`src/rtl/dmem_access_ctrl_if.sv`:
```
// Data-memory bus between the access controller (master) and memory (slave).
//   bus_req   : request, held until bus_ready
//   bus_we    : 1 = write
//   bus_addr  : word-aligned address
//   bus_wdata : lane-replicated store data
//   bus_wstrb : byte enables, 0000 on reads
//   bus_ready : completes the request in the same cycle
//   bus_rdata : read word, valid with bus_ready
interface dmem_access_ctrl_if;
  logic        bus_req;
  logic        bus_we;
  logic [31:0] bus_addr;
  logic [31:0] bus_wdata;
  logic [3:0]  bus_wstrb;
  logic        bus_ready;
  logic [31:0] bus_rdata;

  modport master (
    output bus_req, bus_we, bus_addr, bus_wdata, bus_wstrb,
    input  bus_ready, bus_rdata
  );

  modport slave (
    input  bus_req, bus_we, bus_addr, bus_wdata, bus_wstrb,
    output bus_ready, bus_rdata
  );
endinterface

```
`src/rtl/dmem_access_ctrl.sv`:
```
// MEM-stage data-memory access controller.
// Turns a load/store from the EX/MEM register into a single bus transaction,
// stalling the front of the pipeline until the bus completes.
//   clk, reset        : clock, asynchronous active-low reset
//   mem_MemRead/Write : load/store request from EX/MEM
//   mem_funct3        : size/sign (B,H,W,BU,HU)
//   mem_alu_result    : effective byte address
//   mem_write_data    : store data, lane-0 justified
//   bus               : data-memory bus (master side)
//   stall             : freeze IF/ID/EX and EX/MEM
//   load_data         : extended load result, held until next load
//   load_valid        : one-cycle pulse with load_data
//   access_fault      : one-cycle pulse on misaligned/illegal access
//   bus_error         : one-cycle pulse on timeout abort
// Optional feature: define DMEM_TIMEOUT_EN to abort a request after
// TIMEOUT_CYCLES cycles without bus_ready.
module dmem_access_ctrl #(
  parameter int unsigned TIMEOUT_CYCLES = 255
) (
  input  logic        clk,
  input  logic        reset,
  input  logic        mem_MemRead,
  input  logic        mem_MemWrite,
  input  logic [2:0]  mem_funct3,
  input  logic [31:0] mem_alu_result,
  input  logic [31:0] mem_write_data,
  dmem_access_ctrl_if.master bus,
  output logic        stall,
  output logic [31:0] load_data,
  output logic        load_valid,
  output logic        access_fault,
  output logic        bus_error
);

  typedef enum logic [1:0] {IDLE, REQ, DONE} state_t;

  state_t      state_q, state_d;
  logic        bus_req_q, bus_req_d;
  logic        we_q, we_d;
  logic [31:0] addr_q, addr_d;
  logic [31:0] wdata_q, wdata_d;
  logic [3:0]  wstrb_q, wstrb_d;
  logic [2:0]  funct3_q, funct3_d;
  logic [1:0]  off_q, off_d;
  logic [31:0] load_data_q, load_data_d;
  logic        load_valid_q, load_valid_d;
  logic        fault_q, fault_d;

  logic        has_acc, f3_bad, misal, illegal, legal;
  logic [3:0]  strb_c;
  logic [31:0] wdata_c, rsh, ext_c;

`ifdef DMEM_TIMEOUT_EN
  localparam int unsigned CNT_W = $clog2(TIMEOUT_CYCLES + 1);
  logic [CNT_W-1:0] cnt_q, cnt_d;
  logic             berr_q, berr_d;
`endif

  // Access decode
  always_comb begin
    has_acc = mem_MemRead | mem_MemWrite;
    if (mem_MemWrite) f3_bad = mem_funct3[2] | (mem_funct3[1:0] == 2'b11);
    else              f3_bad = (mem_funct3[1:0] == 2'b11) | (mem_funct3 == 3'b110);
    misal = ((mem_funct3[1:0] == 2'b01) & mem_alu_result[0]) |
            ((mem_funct3[1:0] == 2'b10) & (mem_alu_result[1:0] != 2'b00));
    illegal = has_acc & ((mem_MemRead & mem_MemWrite) | f3_bad | misal);
    legal   = has_acc & ~illegal;

    case (mem_funct3[1:0])
      2'b00:   begin strb_c = 4'b0001 << mem_alu_result[1:0]; wdata_c = {4{mem_write_data[7:0]}};  end
      2'b01:   begin strb_c = 4'b0011 << mem_alu_result[1:0]; wdata_c = {2{mem_write_data[15:0]}}; end
      default: begin strb_c = 4'b1111;                        wdata_c = mem_write_data;            end
    endcase

    // Bring the addressed lane down to bit 0, then extend
    rsh = bus.bus_rdata >> {off_q, 3'b000};
    case (funct3_q)
      3'b000:  ext_c = {{24{rsh[7]}}, rsh[7:0]};
      3'b001:  ext_c = {{16{rsh[15]}}, rsh[15:0]};
      3'b100:  ext_c = {24'h0, rsh[7:0]};
      3'b101:  ext_c = {16'h0, rsh[15:0]};
      default: ext_c = bus.bus_rdata;
    endcase
  end

  // Next state
  always_comb begin
    state_d      = state_q;
    bus_req_d    = bus_req_q;
    we_d         = we_q;
    addr_d       = addr_q;
    wdata_d      = wdata_q;
    wstrb_d      = wstrb_q;
    funct3_d     = funct3_q;
    off_d        = off_q;
    load_data_d  = load_data_q;
    load_valid_d = 1'b0;
    fault_d      = 1'b0;
`ifdef DMEM_TIMEOUT_EN
    cnt_d        = '0;
    berr_d       = 1'b0;
`endif
    case (state_q)
      IDLE: begin
        if (legal) begin
          state_d   = REQ;
          bus_req_d = 1'b1;
          we_d      = mem_MemWrite;
          addr_d    = {mem_alu_result[31:2], 2'b00};
          wdata_d   = wdata_c;
          wstrb_d   = mem_MemWrite ? strb_c : 4'b0000;
          funct3_d  = mem_funct3;
          off_d     = mem_alu_result[1:0];
        end else if (illegal) begin
          fault_d = 1'b1;
        end
      end
      REQ: begin
        if (bus.bus_ready) begin
          state_d   = DONE;
          bus_req_d = 1'b0;
          if (!we_q) begin
            load_data_d  = ext_c;
            load_valid_d = 1'b1;
          end
        end
`ifdef DMEM_TIMEOUT_EN
        else if (cnt_q == CNT_W'(TIMEOUT_CYCLES - 1)) begin
          state_d     = DONE;
          bus_req_d   = 1'b0;
          berr_d      = 1'b1;
          load_data_d = '0;
        end else begin
          cnt_d = cnt_q + 1'b1;
        end
`endif
      end
      // Pipeline advances this cycle; never re-trigger on the same instruction
      default: state_d = IDLE;
    endcase
  end

  always_ff @(posedge clk or negedge reset) begin
    if (!reset) begin
      state_q      <= IDLE;
      bus_req_q    <= 1'b0;
      we_q         <= 1'b0;
      addr_q       <= '0;
      wdata_q      <= '0;
      wstrb_q      <= '0;
      funct3_q     <= '0;
      off_q        <= '0;
      load_data_q  <= '0;
      load_valid_q <= 1'b0;
      fault_q      <= 1'b0;
`ifdef DMEM_TIMEOUT_EN
      cnt_q        <= '0;
      berr_q       <= 1'b0;
`endif
    end else begin
      state_q      <= state_d;
      bus_req_q    <= bus_req_d;
      we_q         <= we_d;
      addr_q       <= addr_d;
      wdata_q      <= wdata_d;
      wstrb_q      <= wstrb_d;
      funct3_q     <= funct3_d;
      off_q        <= off_d;
      load_data_q  <= load_data_d;
      load_valid_q <= load_valid_d;
      fault_q      <= fault_d;
`ifdef DMEM_TIMEOUT_EN
      cnt_q        <= cnt_d;
      berr_q       <= berr_d;
`endif
    end
  end

  // Gated by reset so a request still presented during reset does not stall
  assign stall = reset & (((state_q == IDLE) & legal) | (state_q == REQ));

  assign bus.bus_req   = bus_req_q;
  assign bus.bus_we    = we_q;
  assign bus.bus_addr  = addr_q;
  assign bus.bus_wdata = wdata_q;
  assign bus.bus_wstrb = wstrb_q;
  assign load_data     = load_data_q;
  assign load_valid    = load_valid_q;
  assign access_fault  = fault_q;
`ifdef DMEM_TIMEOUT_EN
  assign bus_error     = berr_q;
`else
  assign bus_error     = 1'b0;
`endif

endmodule

```
`src/flat_wrapper.sv`:
```
// flat-port wrapper written by rule: the top's interface ports become plain ports
module dmem_access_ctrl_flat 
#(
  parameter int unsigned TIMEOUT_CYCLES = 255
)
  (clk, reset, mem_MemRead, mem_MemWrite, mem_funct3, mem_alu_result, mem_write_data, stall, load_data, load_valid, access_fault, bus_error, bus_bus_req, bus_bus_we, bus_bus_addr, bus_bus_wdata, bus_bus_wstrb, bus_bus_ready, bus_bus_rdata);
  dmem_access_ctrl_if bus_i ();
  input  logic clk;
  input  logic reset;
  input  logic mem_MemRead;
  input  logic mem_MemWrite;
  input  logic [2:0] mem_funct3;
  input  logic [31:0] mem_alu_result;
  input  logic [31:0] mem_write_data;
  output logic stall;
  output logic [31:0] load_data;
  output logic load_valid;
  output logic access_fault;
  output logic bus_error;
  output wire logic [$bits(bus_i.bus_req)-1:0] bus_bus_req;
  output wire logic [$bits(bus_i.bus_we)-1:0] bus_bus_we;
  output wire logic [$bits(bus_i.bus_addr)-1:0] bus_bus_addr;
  output wire logic [$bits(bus_i.bus_wdata)-1:0] bus_bus_wdata;
  output wire logic [$bits(bus_i.bus_wstrb)-1:0] bus_bus_wstrb;
  input wire logic [$bits(bus_i.bus_ready)-1:0] bus_bus_ready;
  input wire logic [$bits(bus_i.bus_rdata)-1:0] bus_bus_rdata;
  assign bus_bus_req = bus_i.bus_req;
  assign bus_bus_we = bus_i.bus_we;
  assign bus_bus_addr = bus_i.bus_addr;
  assign bus_bus_wdata = bus_i.bus_wdata;
  assign bus_bus_wstrb = bus_i.bus_wstrb;
  assign bus_i.bus_ready = bus_bus_ready;
  assign bus_i.bus_rdata = bus_bus_rdata;
  dmem_access_ctrl #(.TIMEOUT_CYCLES(TIMEOUT_CYCLES)) u_core (.clk(clk), .reset(reset), .mem_MemRead(mem_MemRead), .mem_MemWrite(mem_MemWrite), .mem_funct3(mem_funct3), .mem_alu_result(mem_alu_result), .mem_write_data(mem_write_data), .bus(bus_i), .stall(stall), .load_data(load_data), .load_valid(load_valid), .access_fault(access_fault), .bus_error(bus_error));
endmodule
```
`config.mk`:
```
export PLATFORM = sky130hd
export DESIGN_NAME = dmem_access_ctrl_flat
export DESIGN_NICKNAME = d
export VERILOG_FILES = /design/src/rtl/dmem_access_ctrl_if.sv /design/src/rtl/dmem_access_ctrl.sv /design/src/flat_wrapper.sv
export SDC_FILE = /design/constraint.sdc
export NUM_CORES = 1
export LEC_CHECK = 0
export ABC_CLOCK_PERIOD_IN_PS = 1700
export BUFFER_PORTS_ARGS = -buffer_cell sky130_fd_sc_hd__buf_2
export CAP_MARGIN = 25
export CORE_ASPECT_RATIO = 1.4
export CORE_MARGIN = 3
export CORE_UTILIZATION = 44
export CTS_CLUSTER_SIZE = 12
export DETAILED_ROUTE_END_ITERATION = 16
export PLACE_DENSITY_LB_ADDON = 0.3
export SYNTH_ARGS = -nofsm -noshare
export SYNTH_HDL_FRONTEND = slang
export SYNTH_SLANG_ARGS = --single-unit
export TNS_END_PERCENT = 5
```
`constraint.sdc`:
```
create_clock -name clk -period 1.7 [get_ports clk]
set_clock_uncertainty 0.1 [all_clocks]
set_input_delay 0.17 -clock clk [delete_from_list [all_inputs] [get_ports clk]]
set_output_delay 0.17 -clock clk [all_outputs]
set_load 0.01 [all_outputs]
```
Word level (Yosys, flattened, before mapping)
Index checks and enable logic that the tools add are counted.
Word-level totals
  bits in registers: 109
  input bits: 104
  output and inout bits: 106
  logic and storage cells: 66
Operators by class
  equality and inequality tests: 10
  shift-type cells: 3
  multiplexer cells: 17
  bitwise logic cells: 16
  reductions and logical operators: 9
Operators by type and width (number)
  32-bit case mux with 4 select lines: 1
  32-bit case mux with 2 select lines: 1
  32-bit by 5-bit >> shifter with 16-bit output: 1
  3-bit == test (second input constant): 3
  1-bit 2-to-1 mux: 9
  4-bit case mux with 2 select lines: 1
  1-bit AND: 7
  1-bit bitwise OR: 7
  3-bit AND reduction: 2
  2-bit by 1-bit == test with 1-bit output (second input constant): 2
  2-bit == test (second input constant): 2
  2-bit logical NOT: 2
  2-bit 2-to-1 mux: 2
  4-bit 2-to-1 mux: 1
  2-bit case mux with 2 select lines: 1
  2-bit AND reduction: 2
  2-bit nonzero test: 2
  1-bit by 2-bit left shift with 4-bit output (first input constant): 1
  2-bit by 2-bit left shift with 4-bit output (first input constant): 1
  3-bit by 1-bit == test with 1-bit output (second input constant): 1
  3-bit logical NOT: 1
  2-bit by 1-bit inequality test with 1-bit output (second input constant): 1
  2-bit inequality test (second input constant): 1
  1-bit inverter: 2
  1-bit case mux with 2 select lines: 1

Logic depth before layout (Yosys ltp)
  depth after elaboration: 11
  depth in mapped cells: 7
  depth with buffers taken out: 4

Worst setup path after synthesis
Ideal clock, no wire load.
  kind: register to register
  from: reg u_core.off_q[1]
  to: reg u_core.load_data_q[16], in the netlist u_core.load_data[16]
  setup time: 129 ps
  arrival: 1447 ps
  setup slack: 24 ps
  stages on the path, launching flop included: 6
  path buffers: 1
  period minus slack after synthesis: 1676 ps
  cell sequence: dfrtp_1 -> mux2i_1 -> o22ai_1 -> o31ai_2 -> buf_2 -> nand3_1
On the way
  word-level cells in the longest chain between the ends: 2
RTL lines
  start, declared: RTL line dmem_access_ctrl.sv:44  | logic [1:0] off_q, off_d;
  start signal, assigned: RTL line dmem_access_ctrl.sv:152  | off_q <= '0;
  start signal, assigned: RTL line dmem_access_ctrl.sv:168  | off_q <= off_d;
  32-bit by 5-bit >> shifter with 16-bit output: RTL line dmem_access_ctrl.sv:76  | rsh = bus.bus_rdata >> {off_q, 3'b000};
  32-bit case mux with 4 select lines: RTL line dmem_access_ctrl.sv:77  | case (funct3_q)
  end signal, assigned: RTL line dmem_access_ctrl.sv:169  | load_data_q <= load_data_d;
  end, declared: RTL line dmem_access_ctrl.sv:45  | logic [31:0] load_data_q, load_data_d;
Every way passes these cells.
A chain may end at the register's enable or synchronous reset.

Final worst setup path
  from: reg u_core.state_q[0]
  to: out stall
On the way
  word-level cells in the longest chain between the ends: 4
  elaborated cells between the ends (all ways): 5
  classes of those cells: eq/ne (1); bitwise (3); reduce/logical (1)
RTL lines
  start, declared: RTL line dmem_access_ctrl.sv:37  | state_t state_q, state_d;
  start signal, assigned: RTL line dmem_access_ctrl.sv:161  | state_q <= state_d;
  2-bit logical NOT: RTL line dmem_access_ctrl.sv:180  | assign stall = reset & (((state_q == IDLE) & legal) | (state_q == REQ));
  1-bit AND: RTL line dmem_access_ctrl.sv:180
  1-bit bitwise OR *: RTL line dmem_access_ctrl.sv:180
  1-bit AND *: RTL line dmem_access_ctrl.sv:180
  end, declared: RTL line flat_wrapper.sv:15  | output logic stall;
Every way passes the cells marked *; elsewhere a longest branch is shown, timed or not.

==> impl_metrics.toml <==
[status]
status = "finished with violations"
violations = "setup timing"

[critical_path]
r2r_start = "u_core.state_q[0]"
end_kind = "output pin"
cp_common_cell = "buf_6"
cp-start-kind = "flip-flop"
crit_buf_inv = 3
worst_r2r_endpoint = "u_core.bus.bus_addr[27]"
slowest_delay_ns = 0.42
reg2reg_depth = 5
critPathSlowestCell = "dfrtp_1"
path_cells = "nor4_4, buf_4, buf_6, o21a_1, buf_6"
cp_top_family = "flip-flops"
worst-path-max-fanout = 2
criticalPathCategory = "reg2out"
critical_path_required_ns = 1.43
rrSetupSlack_ns = -0.05
crit_arrival_ns = 1.54

[timing]
timing.fmax_ghz = 0.554
slew_viol_final = 0
setup_viol = 13
worst_pin_slew_ns = 0.645
relSlewSlack_pct = 55.9
rsz0062_at_grt = "yes"
setup_tns_ns = -0.449
fin_crit_sh_pct = 106
hold_viol_final = 0
setup_ws_ns = -0.106
post-route-min-period_ns = 1.81

[pwr]
power.density_nw_per_um2 = 1340
p_leak_nw = 3.80
irDropWorstVdd_mv = 0.630
power_w = 0.0100

[drt]
postRouteAntennaNets = 0
via_per_inst = 5.18
via_count = 4586
drt_first_pass_iters = 4
drt_iter0_drc = 154
drt-total-wl_um = 14900
post_drt_wl_per_cell_um = 16.9
drc_errors = 0

[yosys]
synth_area_um2 = 5150
yosysUniqueCellTypes = 36
synth_top_family_by_area = "multiplexers"
yosysMostFrequentCell = "dfrtp_1"
syn_area_per_cell_um2 = 11.2
synth_fa_ha_area_share_pct = 0
synthMuxAreaShare_pct = 22.7
ys_warn_count = 0
ys_seq_elements = 109
yosys-top-cells-count = "dfrtp_1 (109), mux2_1 (44), mux2_2 (42), nand2_1 (39), a21oi_1 (35)"
yosysSeqAreaShare_pct = 53.0
synth_compound_area_share_pct = 8.68
yosys.area.top_type = "dfrtp_1"
yosys.area.top_type_share_pct = 53.0
synth_area_leaders = "dfrtp_1 (53%), mux2_1 (9.6%), mux2_2 (9.2%)"
synth_simple_gate_area_share_pct = 10.4
async_flop_share_pct = 100
ys.flop_type = "dfrtp_1"
synth_xor_area_share_pct = 0
synth_edf_count = 0
synth_cells = 460

[clocking]
clk_latency_ns = 0.34
htreeDepth = 3
cts-root-buf = "clkbuf_16"
clock_path_buffers = 2
cts_sinks = 109
cts_tree = "done"
numCtsBuffers = 9
path_clk_slew_ns = 0.07

[place]
portBuffers = 206
routabilityCongestion = 0.883
pre_cts_ws_ns = -0.131
dp_hpwl_um = 10300

[grt]
grt_pass1_wl_um = 23000
grt_pass1_vias = 4701
grt_remaining_overflow = 0
grt_max_degree = 110
grt_use_total_pct = 21.7
antenna_found_initial = 0

[hold_path]
min_from = "bus_bus_rdata[18]"
whs_path_depth = 3
hold_end = "u_core.load_data[18]"
hp-class = "in2reg"

[final_layout]
fillers = 907
drive_gt1_share_pct = 46.4
final_core_util_pct = 66.0
layout-area-overhead-vs-synth_pct = 46.1
fin_nets = 841
antenna_cells = 0

[floorplanning]
core_area_um2 = 11400
dieArea_um2 = 13000
ios = 210
die_h_um = 134
num_rows = 46
die_w_um = 97.4
start_util_pct = 45.2

[run]
maxCapViolCount = 0
==> registers in the layout (all words and copies together), names as in the netlist <==
name                  flops
u_core.bus.bus_we         1
u_core.bus.bus_req        1
u_core.load_data         32
u_core.access_fault       1
u_core.off_q              2
u_core.bus.bus_wdata     32
u_core.bus.bus_wstrb      4
u_core.funct3_q           3
u_core.state_q            2
u_core.bus.bus_addr      30
u_core.load_valid         1
==> how the worst max path moves through the flow <==
| stage | from | end | cells after the start |
|---|---|---|---|
| floorplan | u_core.off_q[1] | u_core.load_data[16] | 5 |
| global placement | mem_MemWrite | u_core.bus.bus_wdata[7] | 6 |
| detailed placement | mem_MemWrite | u_core.bus.bus_wdata[16] | 6 |
| CTS | u_core.state_q[1] | stall | 5 |
| global route | u_core.state_q[0] | stall | 5 |
| finish | u_core.state_q[0] | stall | 5 |
==> layout by cell type, fill, tap and decap left out, drive strengths merged, types with 3 or more instances in the layout <==
master / Yosys / final
o21ai: 33 / 33
dfrtp: 109 / 109
nand2: 39 / 39
and2: 6 / 6
nor2b: 3 / 3
a21oi: 35 / 35
inv: 19 / 19
nor2: 14 / 14
clkbuf: 13 / 14
mux2: 86 / 86
clkinv: 0 / 4
nand3: 32 / 32
conb: 1 / 3
nand2b: 7 / 7
buf: 21 / 250
dlygate4sd3: 0 / 46
mux2i: 20 / 20
==> per-layer routing <==
metal  track usage, %  wire length [um]  up-vias
li1                 -                 -     2142
met1             25.8              5890     2214
met2             38.5              7680      202
met3             5.46              1050       28
met4             6.93               316        0
met5                0                 0        -
==> logic make-up after synthesis <==
| group | Yosys count |
|---|---|
| flops | 109 |
| simple gates | 110 |
| other cells | 1 |
| buf+inv | 53 |
| mux | 106 |
| compound gates | 81 |
==> power by group <==
part,leakage [nW],switching (W),total [W],internal (W)
clock,0.136,0.000909,0.00194,0.00103
sequential,1.32,0.000581,0.00417,0.00359
combinational,2.34,0.00196,0.00394,0.00198
==> worst reg2reg max path, delay by kind of cell, from the launching register on <==
| family | cells | cell delay, ns |
|---|---|---|
| mux | 1 | 0.33 |
| buf+inv | 3 | 0.52 |
| flops | 1 | 0.42 |
| simple gates | 1 | 0.29 |
==> repair_timing <==
action	in CTS	in global routing
setup buffers	4	2
pin swaps	1	1
hold buffers	46	0
endpoints found under the hold margin	154	0
endpoints found under the setup margin	38	101
gates resized for setup	4	46
cloned	0	2
==> layout make-up <==
cell class	count	area [um^2]	share of cell area [%]
sequential	109	2730	36.3
tap	144	180	2.40
inverter	19	71.3	0.948
timing repair buffer	298	1960	26.1
multi-input combinational	300	2300	30.6
clock buffer	12	246	3.28
clock inverter	4	23.8	0.316
==> metrics by stage <==
stage,instances,hold slack (ns),cell area (um^2)
CTS,882,0.00133,7270
global route,886,0.0163,7520
finish,886,0.0167,7520
floorplan,462,-0.226,5150
detailed placement,816,0.234,6500
global placement,816,0.235,6500
Note: power is estimated with default switching activity, not from simulation.
